$ cat config.mk
export PLATFORM = sky130hd
export DESIGN_NAME = stream_demux_flat
export DESIGN_NICKNAME = d
export VERILOG_FILES = /design/src/rtl/stream_demux_pkg.sv /design/src/rtl/stream_demux_if.sv /design/src/rtl/stream_demux_slot.sv /design/src/rtl/stream_demux.sv /design/src/flat_wrapper.sv
export SDC_FILE = /design/constraint.sdc
export NUM_CORES = 1
export LEC_CHECK = 0
export CAP_MARGIN = 40
export CORE_MARGIN = 4
export CORE_UTILIZATION = 46
export CTS_BUF_LIST = sky130_fd_sc_hd__clkbuf_4
export DETAILED_ROUTE_END_ITERATION = 8
export PLACE_DENSITY = 0.95
export RECOVER_POWER = 100
export SLEW_MARGIN = 20
export SYNTH_ARGS = -nofsm -noshare
export SYNTH_HDL_FRONTEND = slang
export SYNTH_SLANG_ARGS = --single-unit
export TNS_END_PERCENT = 10
$ cat constraint.sdc
create_clock -name clk -period 5 [get_ports clk]
set_input_delay 1 -clock clk [delete_from_list [all_inputs] [get_ports clk]]
set_output_delay 1 -clock clk [all_outputs]
set_load 0.05 [all_outputs]
$ cat src/rtl/stream_demux_pkg.sv
// Shared definitions for the stream demultiplexer: default sizes and helpers.
package stream_demux_pkg;

  localparam int DEF_WIDTH    = 4;
  localparam int DEF_CHANNELS = 4;
  localparam int DEF_CNT_W    = 8;

  // Saturation ceiling of the drop counter at its default width.
  localparam int DROP_SAT = (1 << DEF_CNT_W) - 1;

  // Select width that never collapses to zero bits.
  function automatic int clog2_min1(input int n);
    return (n <= 2) ? 1 : $clog2(n);
  endfunction

endpackage

$ cat src/rtl/stream_demux_if.sv
// Producer-side and consumer-side handshake bundle of the demultiplexer.
interface stream_demux_if
  import stream_demux_pkg::*;
#(
  parameter int WIDTH    = DEF_WIDTH,
  parameter int CHANNELS = DEF_CHANNELS,
  parameter int SEL_W    = clog2_min1(CHANNELS)
) ();

  logic [WIDTH-1:0]          in_data;
  logic [SEL_W-1:0]          in_sel;
  logic                      in_bcast;
  logic                      in_valid;
  logic                      in_ready;
  logic [CHANNELS*WIDTH-1:0] out_data;
  logic [CHANNELS-1:0]       out_valid;
  logic [CHANNELS-1:0]       out_ready;

  // Environment side: producer drives the input, consumers drive out_ready.
  modport master (
    output in_data, in_sel, in_bcast, in_valid, out_ready,
    input  in_ready, out_data, out_valid
  );

  // Demultiplexer side.
  modport slave (
    input  in_data, in_sel, in_bcast, in_valid, out_ready,
    output in_ready, out_data, out_valid
  );

endinterface

$ cat src/rtl/stream_demux_slot.sv
// One-entry holding register for a single output channel.
module demux_slot #(
  parameter int WIDTH = 4
) (
  input  logic             clk,
  input  logic             rst_n,
  input  logic             load,
  input  logic [WIDTH-1:0] load_data,
  input  logic             out_ready,
  output logic             out_valid,
  output logic [WIDTH-1:0] out_data,
  output logic             free
);

  logic             valid_q, valid_d;
  logic [WIDTH-1:0] data_q, data_d;

  // Load replaces the held word (even while it drains); a drain without load empties the slot.
  always_comb begin
    valid_d = valid_q;
    data_d  = data_q;
    if (load) begin
      valid_d = 1'b1;
      data_d  = load_data;
    end else if (out_ready) begin
      valid_d = 1'b0;
    end
  end

  // Slot state; reset discards any held word.
  always_ff @(posedge clk or negedge rst_n) begin
    if (!rst_n) begin
      valid_q <= 1'b0;
      data_q  <= '0;
    end else begin
      valid_q <= valid_d;
      data_q  <= data_d;
    end
  end

  assign out_valid = valid_q;
  assign out_data  = data_q;
  // Slot can take a word this cycle if empty or being drained right now.
  assign free      = !valid_q | out_ready;

endmodule

$ cat src/rtl/stream_demux.sv
// Registered 1-to-CHANNELS stream demultiplexer with broadcast and drop counting.
// Note: out_ready reaches in_ready combinationally; in_valid never does.
module stream_demux
  import stream_demux_pkg::*;
#(
  parameter int WIDTH    = DEF_WIDTH,
  parameter int CHANNELS = DEF_CHANNELS,
  parameter int SEL_W    = clog2_min1(CHANNELS),
  parameter int CNT_W    = DEF_CNT_W
) (
  input  logic              clk,
  input  logic              rst_n,
  input  logic              enable,
  stream_demux_if.slave     bus,
  output logic [CNT_W-1:0]  drop_count,
  output logic              busy
);

  localparam int               SEL_SPAN = 1 << SEL_W;
  localparam logic [SEL_W:0]   CH_LIM   = (SEL_W + 1)'(CHANNELS);
  localparam logic [CNT_W-1:0] CNT_SAT  = {CNT_W{1'b1}};

  logic [CHANNELS-1:0] free;
  logic [CHANNELS-1:0] load;
  logic [SEL_SPAN-1:0] free_pad;
  logic                sel_ok;
  logic                all_free;
  logic                accept;
  logic [CNT_W-1:0]    drop_q, drop_d;

  assign sel_ok   = {1'b0, bus.in_sel} < CH_LIM;
  assign all_free = &free;
  assign accept   = bus.in_valid & bus.in_ready;

  // Widen free[] to the full select range so unused codes index safely.
  always_comb begin
    free_pad                 = '0;
    free_pad[CHANNELS-1:0]   = free;
  end

  // Input readiness: broadcast needs every slot, out-of-range words are sunk.
  always_comb begin
    bus.in_ready = 1'b0;
    if (enable) begin
      if (bus.in_bcast)  bus.in_ready = all_free;
      else if (!sel_ok)  bus.in_ready = 1'b1;
      else               bus.in_ready = free_pad[bus.in_sel];
    end
  end

  for (genvar i = 0; i < CHANNELS; i++) begin : g_slot
    assign load[i] = accept & (bus.in_bcast | (sel_ok & (bus.in_sel == SEL_W'(i))));

    demux_slot #(.WIDTH(WIDTH)) u_slot (
      .clk       (clk),
      .rst_n     (rst_n),
      .load      (load[i]),
      .load_data (bus.in_data),
      .out_ready (bus.out_ready[i]),
      .out_valid (bus.out_valid[i]),
      .out_data  (bus.out_data[i*WIDTH +: WIDTH]),
      .free      (free[i])
    );
  end

  // Count accepted unicast words with no destination, saturating at the top.
  always_comb begin
    drop_d = drop_q;
    if (accept && !bus.in_bcast && !sel_ok && drop_q != CNT_SAT)
      drop_d = drop_q + 1'b1;
  end

  // Drop counter register.
  always_ff @(posedge clk or negedge rst_n) begin
    if (!rst_n) drop_q <= '0;
    else        drop_q <= drop_d;
  end

  assign drop_count = drop_q;
  assign busy       = |bus.out_valid;

endmodule

$ cat src/flat_wrapper.sv
// flat-port wrapper written by rule: the top's interface ports become plain ports
module stream_demux_flat import stream_demux_pkg::*;
#(
  parameter int WIDTH    = DEF_WIDTH,
  parameter int CHANNELS = DEF_CHANNELS,
  parameter int SEL_W    = clog2_min1(CHANNELS),
  parameter int CNT_W    = DEF_CNT_W
)
  (clk, rst_n, enable, drop_count, busy, bus_in_data, bus_in_sel, bus_in_bcast, bus_in_valid, bus_out_ready, bus_in_ready, bus_out_data, bus_out_valid);
  stream_demux_if #(.WIDTH(WIDTH), .CHANNELS(CHANNELS), .SEL_W(SEL_W)) bus_i ();
  input  logic clk;
  input  logic rst_n;
  input  logic enable;
  output logic [CNT_W-1:0] drop_count;
  output logic busy;
  input wire logic [$bits(bus_i.in_data)-1:0] bus_in_data;
  input wire logic [$bits(bus_i.in_sel)-1:0] bus_in_sel;
  input wire logic [$bits(bus_i.in_bcast)-1:0] bus_in_bcast;
  input wire logic [$bits(bus_i.in_valid)-1:0] bus_in_valid;
  input wire logic [$bits(bus_i.out_ready)-1:0] bus_out_ready;
  output wire logic [$bits(bus_i.in_ready)-1:0] bus_in_ready;
  output wire logic [$bits(bus_i.out_data)-1:0] bus_out_data;
  output wire logic [$bits(bus_i.out_valid)-1:0] bus_out_valid;
  assign bus_i.in_data = bus_in_data;
  assign bus_i.in_sel = bus_in_sel;
  assign bus_i.in_bcast = bus_in_bcast;
  assign bus_i.in_valid = bus_in_valid;
  assign bus_i.out_ready = bus_out_ready;
  assign bus_in_ready = bus_i.in_ready;
  assign bus_out_data = bus_i.out_data;
  assign bus_out_valid = bus_i.out_valid;
  stream_demux #(.WIDTH(WIDTH), .CHANNELS(CHANNELS), .SEL_W(SEL_W), .CNT_W(CNT_W)) u_core (.clk(clk), .rst_n(rst_n), .enable(enable), .bus(bus_i), .drop_count(drop_count), .busy(busy));
endmodule
==> results of run 1 <==
==> cells in the final DEF, fill, tap and decap left out <==
| master | Yosys | layout |
|---|---|---|
| clkbuf_1 | 0 | 1 |
| clkdlybuf4s50_1 | 0 | 12 |
| or2_1 | 2 | 2 |
| dfrtp_1 | 20 | 20 |
| nor3_1 | 0 | 3 |
| mux2_1 | 16 | 16 |
| nand2_1 | 1 | 2 |
| or4_1 | 1 | 1 |
| o21ai_4 | 1 | 1 |
| inv_2 | 1 | 1 |
| nor2_1 | 1 | 1 |
| o21ai_0 | 3 | 3 |
| o311ai_4 | 1 | 1 |
| nor4b_1 | 0 | 1 |
| bufinv_16 | 0 | 1 |
| conb_1 | 1 | 8 |
| nand3_1 | 1 | 1 |
| inv_1 | 1 | 1 |
| dlygate4sd3_1 | 0 | 24 |
| o21bai_1 | 2 | 2 |
| nor2b_1 | 3 | 3 |
| a21o_1 | 1 | 1 |
| clkbuf_4 | 0 | 3 |
| a21oi_2 | 1 | 1 |
| nor2b_4 | 1 | 1 |
==> path summary, 6_finish.rpt <==
| path | start | end | slack (ns) | depth (start not counted) |
|---|---|---|---|---|
| min in group asynchronous | rst_n | u_core.g_slot[1].u_slot.out_data[2] | 0.93 | 1 |
| hold reg to reg | u_core.g_slot[1].u_slot.out_data[0] | u_core.g_slot[1].u_slot.out_data[0] | 0.50 | 1 |
| hold / removal | u_core.g_slot[1].u_slot.out_data[0] | u_core.g_slot[1].u_slot.out_data[0] | 0.50 | 1 |
| setup reg to reg | u_core.g_slot[1].u_slot.out_valid | u_core.g_slot[3].u_slot.out_data[0] | 2.87 | 5 |
| setup / recovery | bus_in_sel[1] | bus_in_ready | 0.92 | 6 |
| max in group asynchronous | rst_n | u_core.g_slot[3].u_slot.out_data[3] | 3.01 | 2 |
==> worst reg2reg max path: stages, from the launching register on <==
cell	delay [ns]
dfrtp_1	0.39
nor2b_1	0.17
o21ai_4	0.08
o311ai_4	0.15
nor4b_1	0.84
mux2_1	0.40
==> flip-flops by register name, indices dropped and copies added, names as in the netlist <==
register,count
u_core.g_slot.u_slot.out_data,16
u_core.g_slot.u_slot.out_valid,4
==> layer usage <==
layer	wire, µm	part of all wire, %	track usage, %
met5	0	0	0
met4	12	0.59	3.64
met3	179	8.8	4.29
met2	1030	50	27.6
met1	815	40	20.0
==> synthesized netlist by cell type <==
cell type  count
inv_1          1
nor3_4         3
o21ai_4        1
o21ai_0        3
a21oi_2        1
nor4b_4        1
dfrtp_1       20
nor2b_1        3
buf_4         12
nand2_2        1
o21bai_1       2
nand2_1        1
nor2_1         1
mux2_1        16
inv_2          1
nor2b_4        1
o311ai_4       1
or4_1          1
a21o_1         1
nand3_1        1
conb_1         1
or2_1          2
==> through the flow <==
stage	instances	util (%)	total power [mW]	instance area [µm²]	setup WS (ns)
detailed placement	133	66.5	0.558	1350	0.955
global placement	133	66.5	0.553	1350	1.00
global route	138	66.8	0.690	1350	0.795
CTS	137	69.1	0.690	1400	0.943
floorplan	82	-	0.449	1040	1.85
finish	138	66.8	0.660	1350	0.916
==> power by group <==
group          switching, mW  leakage, nW  internal, mW
sequential            0.0204        0.242         0.201
combinational          0.215        0.327        0.0920
clock                 0.0499       0.0279        0.0811
==> final cells by class <==
class                           count  area, µm²
Fill cell                         165        672
Inverter                            2       7.51
Timing Repair Buffer               37        364
Sequential cell                    20        500
Tap cell                           27       33.8
Multi-Input combinational cell     48        392
Clock inverter                      1       30.0
Clock buffer                        3       22.5
==> cell families after synthesis <==
kind of cell    Yosys count  share of synthesized area, %
flops                    20                          49.3
buf+inv                  14                          9.62
simple gates             15                          14.2
compound gates            9                          8.76
mux                      16                          17.8
other cells               1                         0.370
==> results.yml, run 1 <==
power:
  irDropWorstVdd_v: 0.000374
  power_per_cell_area_nw_per_um2: 489
  leakage_nw: 0.597
critical_path:
  worst-endpoint-required_ns: 4.00
  path_delay_family: "buffers and inverters"
  arrival_ns: 3.08
  crit_path_frequent_cell: "dlygate4sd3_1"
  worst-setup-path-type: "in2out"
  cp_cell_sequence: "dlygate4sd3_1, nor2b_1, o21ai_0, nand2_1, nor2_1, dlygate4sd3_1"
  crit_path_max_incr_delay_ns: 0.87
  cp_num_buf_inv: 2
  critPathSlowestCell: "dlygate4sd3_1"
  timing.critical_path.from_type: "primary input"
  end_kind: "output port"
  critical_path.max_fanout: 5
timing:
  relSlewSlack_pct: 35.4
  hold_viol: 0
  timing_max_transition_violations_final: 0
  timing.clock.skew_ns: 0.00569
  grt_setup_unrepaired: "false"
  max_slew.worst_pin.slew_ns: 0.956
  finalSetupViolCount: 0
  holdWs_ns: 0.497
  part_of_the_cycle_the_worst_path_needs_pct: 81.7
  max_freq_mhz: 245
  timing.setup.tns_ns: 0
  post-route-min-period_ns: 4.08
die:
  rows: 16
  floorplan.die.height_um: 55.0
  initial_core_util_pct: 50.2
  ioPinCount: 45
  die_width_um: 55.0
  placeableCoreArea_um2: 2020
  die_area_um2: 3020
clock_network:
  cts_tree: "done"
  clkSinkCount: 20
  cts.repair_timing.setup_buffer_count: 0
  clkSlewWorstSetupHoldPaths_ns: 0.11
  cts_repair_resize_count: 0
  cts_hold_buffers: 0
  cts_bufs_inserted: 3
  cts-root-to-sink-buffers: 2
  cts.htree.levels: 1
  clkLatencyLatePin_ns: 0.30
  cts-root-buf: "clkbuf_4"
routing:
  avgViaCountPerCell: 4.86
  route.antenna.remaining_nets: 0
  routed_wirelength_um: 2030
  drcViolationCount: 0
  detailroute.via_count: 670
  first_iter_violations: 6
  routed_wl_per_cell_um: 14.7
  first_pass_iters: 2
logic_synthesis:
  syn_avg_cell_area_um2: 13.5
  mapped_area_um2: 1010
  synth_area_leader_cell: "dfrtp_1"
  yosys_register_bits: 20
  ys_top_cells_by_area: "dfrtp_1, mux2_1, buf_4"
  yosysWarnings: 0
  netlist_instances: 75
  ys_seq_area_share_pct: 49.3
  synth.lib_cells_used.distinct: 22
  netlist.area_leader.share_pct: 49.3
global_routing:
  grt_use_total_pct: 16.0
  grt_max_degree: 21
  via_count_of_the_first_global_routing_pass: 751
  grt_antenna_before_repair: 0
  grt_overflow: 0
  wire_length_of_the_first_global_routing_pass_um: 3390
status:
  outcome: "finished, final reports clean"
place:
  placement.io_buffers: 36
  dpl.hpwl_um: 1630
  routability_congestion_estimate: 0.709
layout:
  area_growth_syn_to_layout_pct: 33.0
  fraction_of_final_layout_cells_with_drive_strength_greater_than_1_pct: 8.11
  insertedDiodeCount: 0
  layout.nets: 127
job:
  max_cap_viol_count: 0
worst_hold_path:
  min_path_type: "reg2reg"
Note: power is estimated with default switching activity, not from simulation.
==> run 2, diff against run 1 <==
--- a/config.mk
+++ b/config.mk
@@ -7,10 +7,10 @@
 export LEC_CHECK = 0
 export CAP_MARGIN = 40
 export CORE_MARGIN = 4
-export CORE_UTILIZATION = 46
+export CORE_UTILIZATION = 38
 export CTS_BUF_LIST = sky130_fd_sc_hd__clkbuf_4
 export DETAILED_ROUTE_END_ITERATION = 8
-export PLACE_DENSITY = 0.95
+export PLACE_DENSITY = 0.88
 export RECOVER_POWER = 100
 export SLEW_MARGIN = 20
 export SYNTH_ARGS = -nofsm -noshare
==> constraint.sdc (replaced) <==
create_clock -name clk -period 3.5 [get_ports clk]
set_input_delay 0.7 -clock clk [delete_from_list [all_inputs] [get_ports clk]]
set_output_delay 0.7 -clock clk [all_outputs]
set_load 0.05 [all_outputs]
==> run 2 against run 1 <==
  * Worst hold slack worse by 0.0044 ns
  * Worst setup slack lost 0.58 ns
  * Global-route usage shrank 2.6 points
  * Via count down 0.45%
  * Sequential share of layout area is 0.74 points higher
  * Combinational power increased by 43%
  * Cell count up 2.2%
  * Non-clock buffer count stayed put
  * Clock power fell by 17%
  * Clock-buffer cell count unchanged
  * Core utilization is 14 points lower
==> results.yml, run 2 (synthesized netlist as in run 1, its figures left out) <==
place:
  routability_congestion_estimate: 0.841
  detailed_place.area_um2: 1360
  dp_worst_setup_slack_ns: 0.530
  dpl.hpwl_um: 1740
  placement.io_buffers: 36
die:
  die_area_um2: 3560
  initial_core_util_pct: 40.2
  die_width_um: 59.7
  placeableCoreArea_um2: 2520
  ioPinCount: 45
  floorplan.die.height_um: 59.7
  rows: 18
clock_network:
  cts_hold_buffers: 0
  cts-root-buf: "clkbuf_4"
  clkSlewWorstSetupHoldPaths_ns: 0.10
  cts.repair_timing.setup_buffer_count: 0
  cts-root-to-sink-buffers: 2
  cts.htree.levels: 1
  clkSinkCount: 20
  cts_tree: "done"
  cts_bufs_inserted: 3
  clkLatencyLatePin_ns: 0.30
  cts_repair_resize_count: 0
layout:
  fraction_of_final_layout_cells_with_drive_strength_greater_than_1_pct: 8.11
  nFillCells: 227
  fin_area_um2: 1320
  most_common_cell_after_layout_fill_and_taps_aside: "dlygate4sd3_1"
  area_growth_syn_to_layout_pct: 30.5
  largest_register_ffs: 16
  layout.nets: 127
  insertedDiodeCount: 0
  layout_common_cells: "dlygate4sd3_1, dfrtp_1, mux2_1, clkdlybuf4s50_1, conb_1"
critical_path:
  end_kind: "output port"
  timing.critical_path.from_type: "primary input"
  arrival_ns: 2.46
  worst-setup-path-type: "in2out"
  critical_path.max_fanout: 5
  worst-endpoint-required_ns: 2.80
routing:
  first_pass_iters: 3
  routed_wl_per_cell_um: 15.4
  met3WireLength_um: 188
  maxUsedRoutingLayer: "met4"
  dr_wl_met2_um: 1070
  route.antenna.remaining_nets: 0
  drcViolationCount: 0
  first_iter_violations: 1
  detailroute.via_count: 667
  avgViaCountPerCell: 4.73
  routed_wirelength_um: 2170
  wirelength_met1_um: 896
job:
  max_cap_viol_count: 0
worst_hold_path:
  min_path_type: "reg2reg"
global_routing:
  via_count_of_the_first_global_routing_pass: 771
  grt_overflow: 0
  grt_antenna_before_repair: 0
  grt_max_degree: 13
  grt_use_total_pct: 13.5
  wire_length_of_the_first_global_routing_pass_um: 3590
status:
  outcome: "finished, final reports clean"
timing:
  timing.setup.tns_ns: 0
  finalSetupViolCount: 0
  timing_max_transition_violations_final: 0
  hold_viol: 0
  relSlewSlack_pct: 31.8
  timing.clock.skew_ns: 0.0118
  grt_setup_unrepaired: "false"
  post-route-min-period_ns: 3.16
  max_slew.worst_pin.slew_ns: 1.01
  part_of_the_cycle_the_worst_path_needs_pct: 90.2
  max_freq_mhz: 317
  fin_ws_ns: 0.341
power:
  leakage_nw: 0.580
  power_per_cell_area_nw_per_um2: 653
  irDropWorstVdd_v: 0.000404
  design_power_total_uw: 865
-- run 2: cell types whose count changed in the layout (fill, tap and decap cells not counted), sizes merged --
cell	before	now
bufinv	1	0
clkbuf	4	5
clkinv	0	1
dlygate4sd3	24	23
-- run 2: final cells by class --
type,instances,area [µm²],share of cell area [%]
clock buffers,3,22.5,1.70
repair buffers,37,358,27.0
flip-flops and latches,20,500,37.8
inverters,2,7.51,0.567
well taps,30,37.5,2.84
multi-input cells,48,394,29.8
clock inverters,1,3.75,0.284
-- run 2: power breakdown --
group	internal, mW	switching [mW]	total [mW]
Combinational	0.131	0.309	0.439
Sequential	0.288	0.0288	0.316
Clock	0.0415	0.0677	0.109
Total	0.460	0.405	0.865
-- run 2: stage by stage --
stage | hold slack, ns | util (%) | cells
after global routing | 0.518 | 52.5 | 141
after floorplan | 0.404 | - | 82
after global placement | 0.468 | 53.4 | 136
after CTS | 0.502 | 55.0 | 141
final | 0.493 | 52.5 | 141
after detailed placement | 0.474 | 54.0 | 137
-- run 2: routing by layer --
layer	track usage, %	vias up
met4	4.11	0
met1	16.9	319
met3	3.89	2
met5	0	-
li1	-	312
met2	22.2	34
-- run 2: path summary, 6_finish.rpt --
path                                                  endpoint  slack [ns]                                start  depth (start not counted)
max                                               bus_in_ready        0.34                        bus_in_sel[1]                          6
min                        u_core.g_slot[1].u_slot.out_data[1]        0.49  u_core.g_slot[1].u_slot.out_data[1]                          1
max reg2reg                u_core.g_slot[3].u_slot.out_data[1]        1.30    u_core.g_slot[1].u_slot.out_valid                          5
min reg2reg                u_core.g_slot[1].u_slot.out_data[1]        0.49  u_core.g_slot[1].u_slot.out_data[1]                          1
max in group asynchronous  u_core.g_slot[1].u_slot.out_data[1]        1.87                                rst_n                          2
min in group asynchronous  u_core.g_slot[0].u_slot.out_data[2]        0.75                                rst_n                          1
-- run 2: critical path, stage by stage --
cell and delay [ns]:
dlygate4sd3_1 0.63, nor2b_1 0.18, o21ai_0 0.20, nand2_2 0.11
nor2_1 0.13, clkbuf_1 0.51
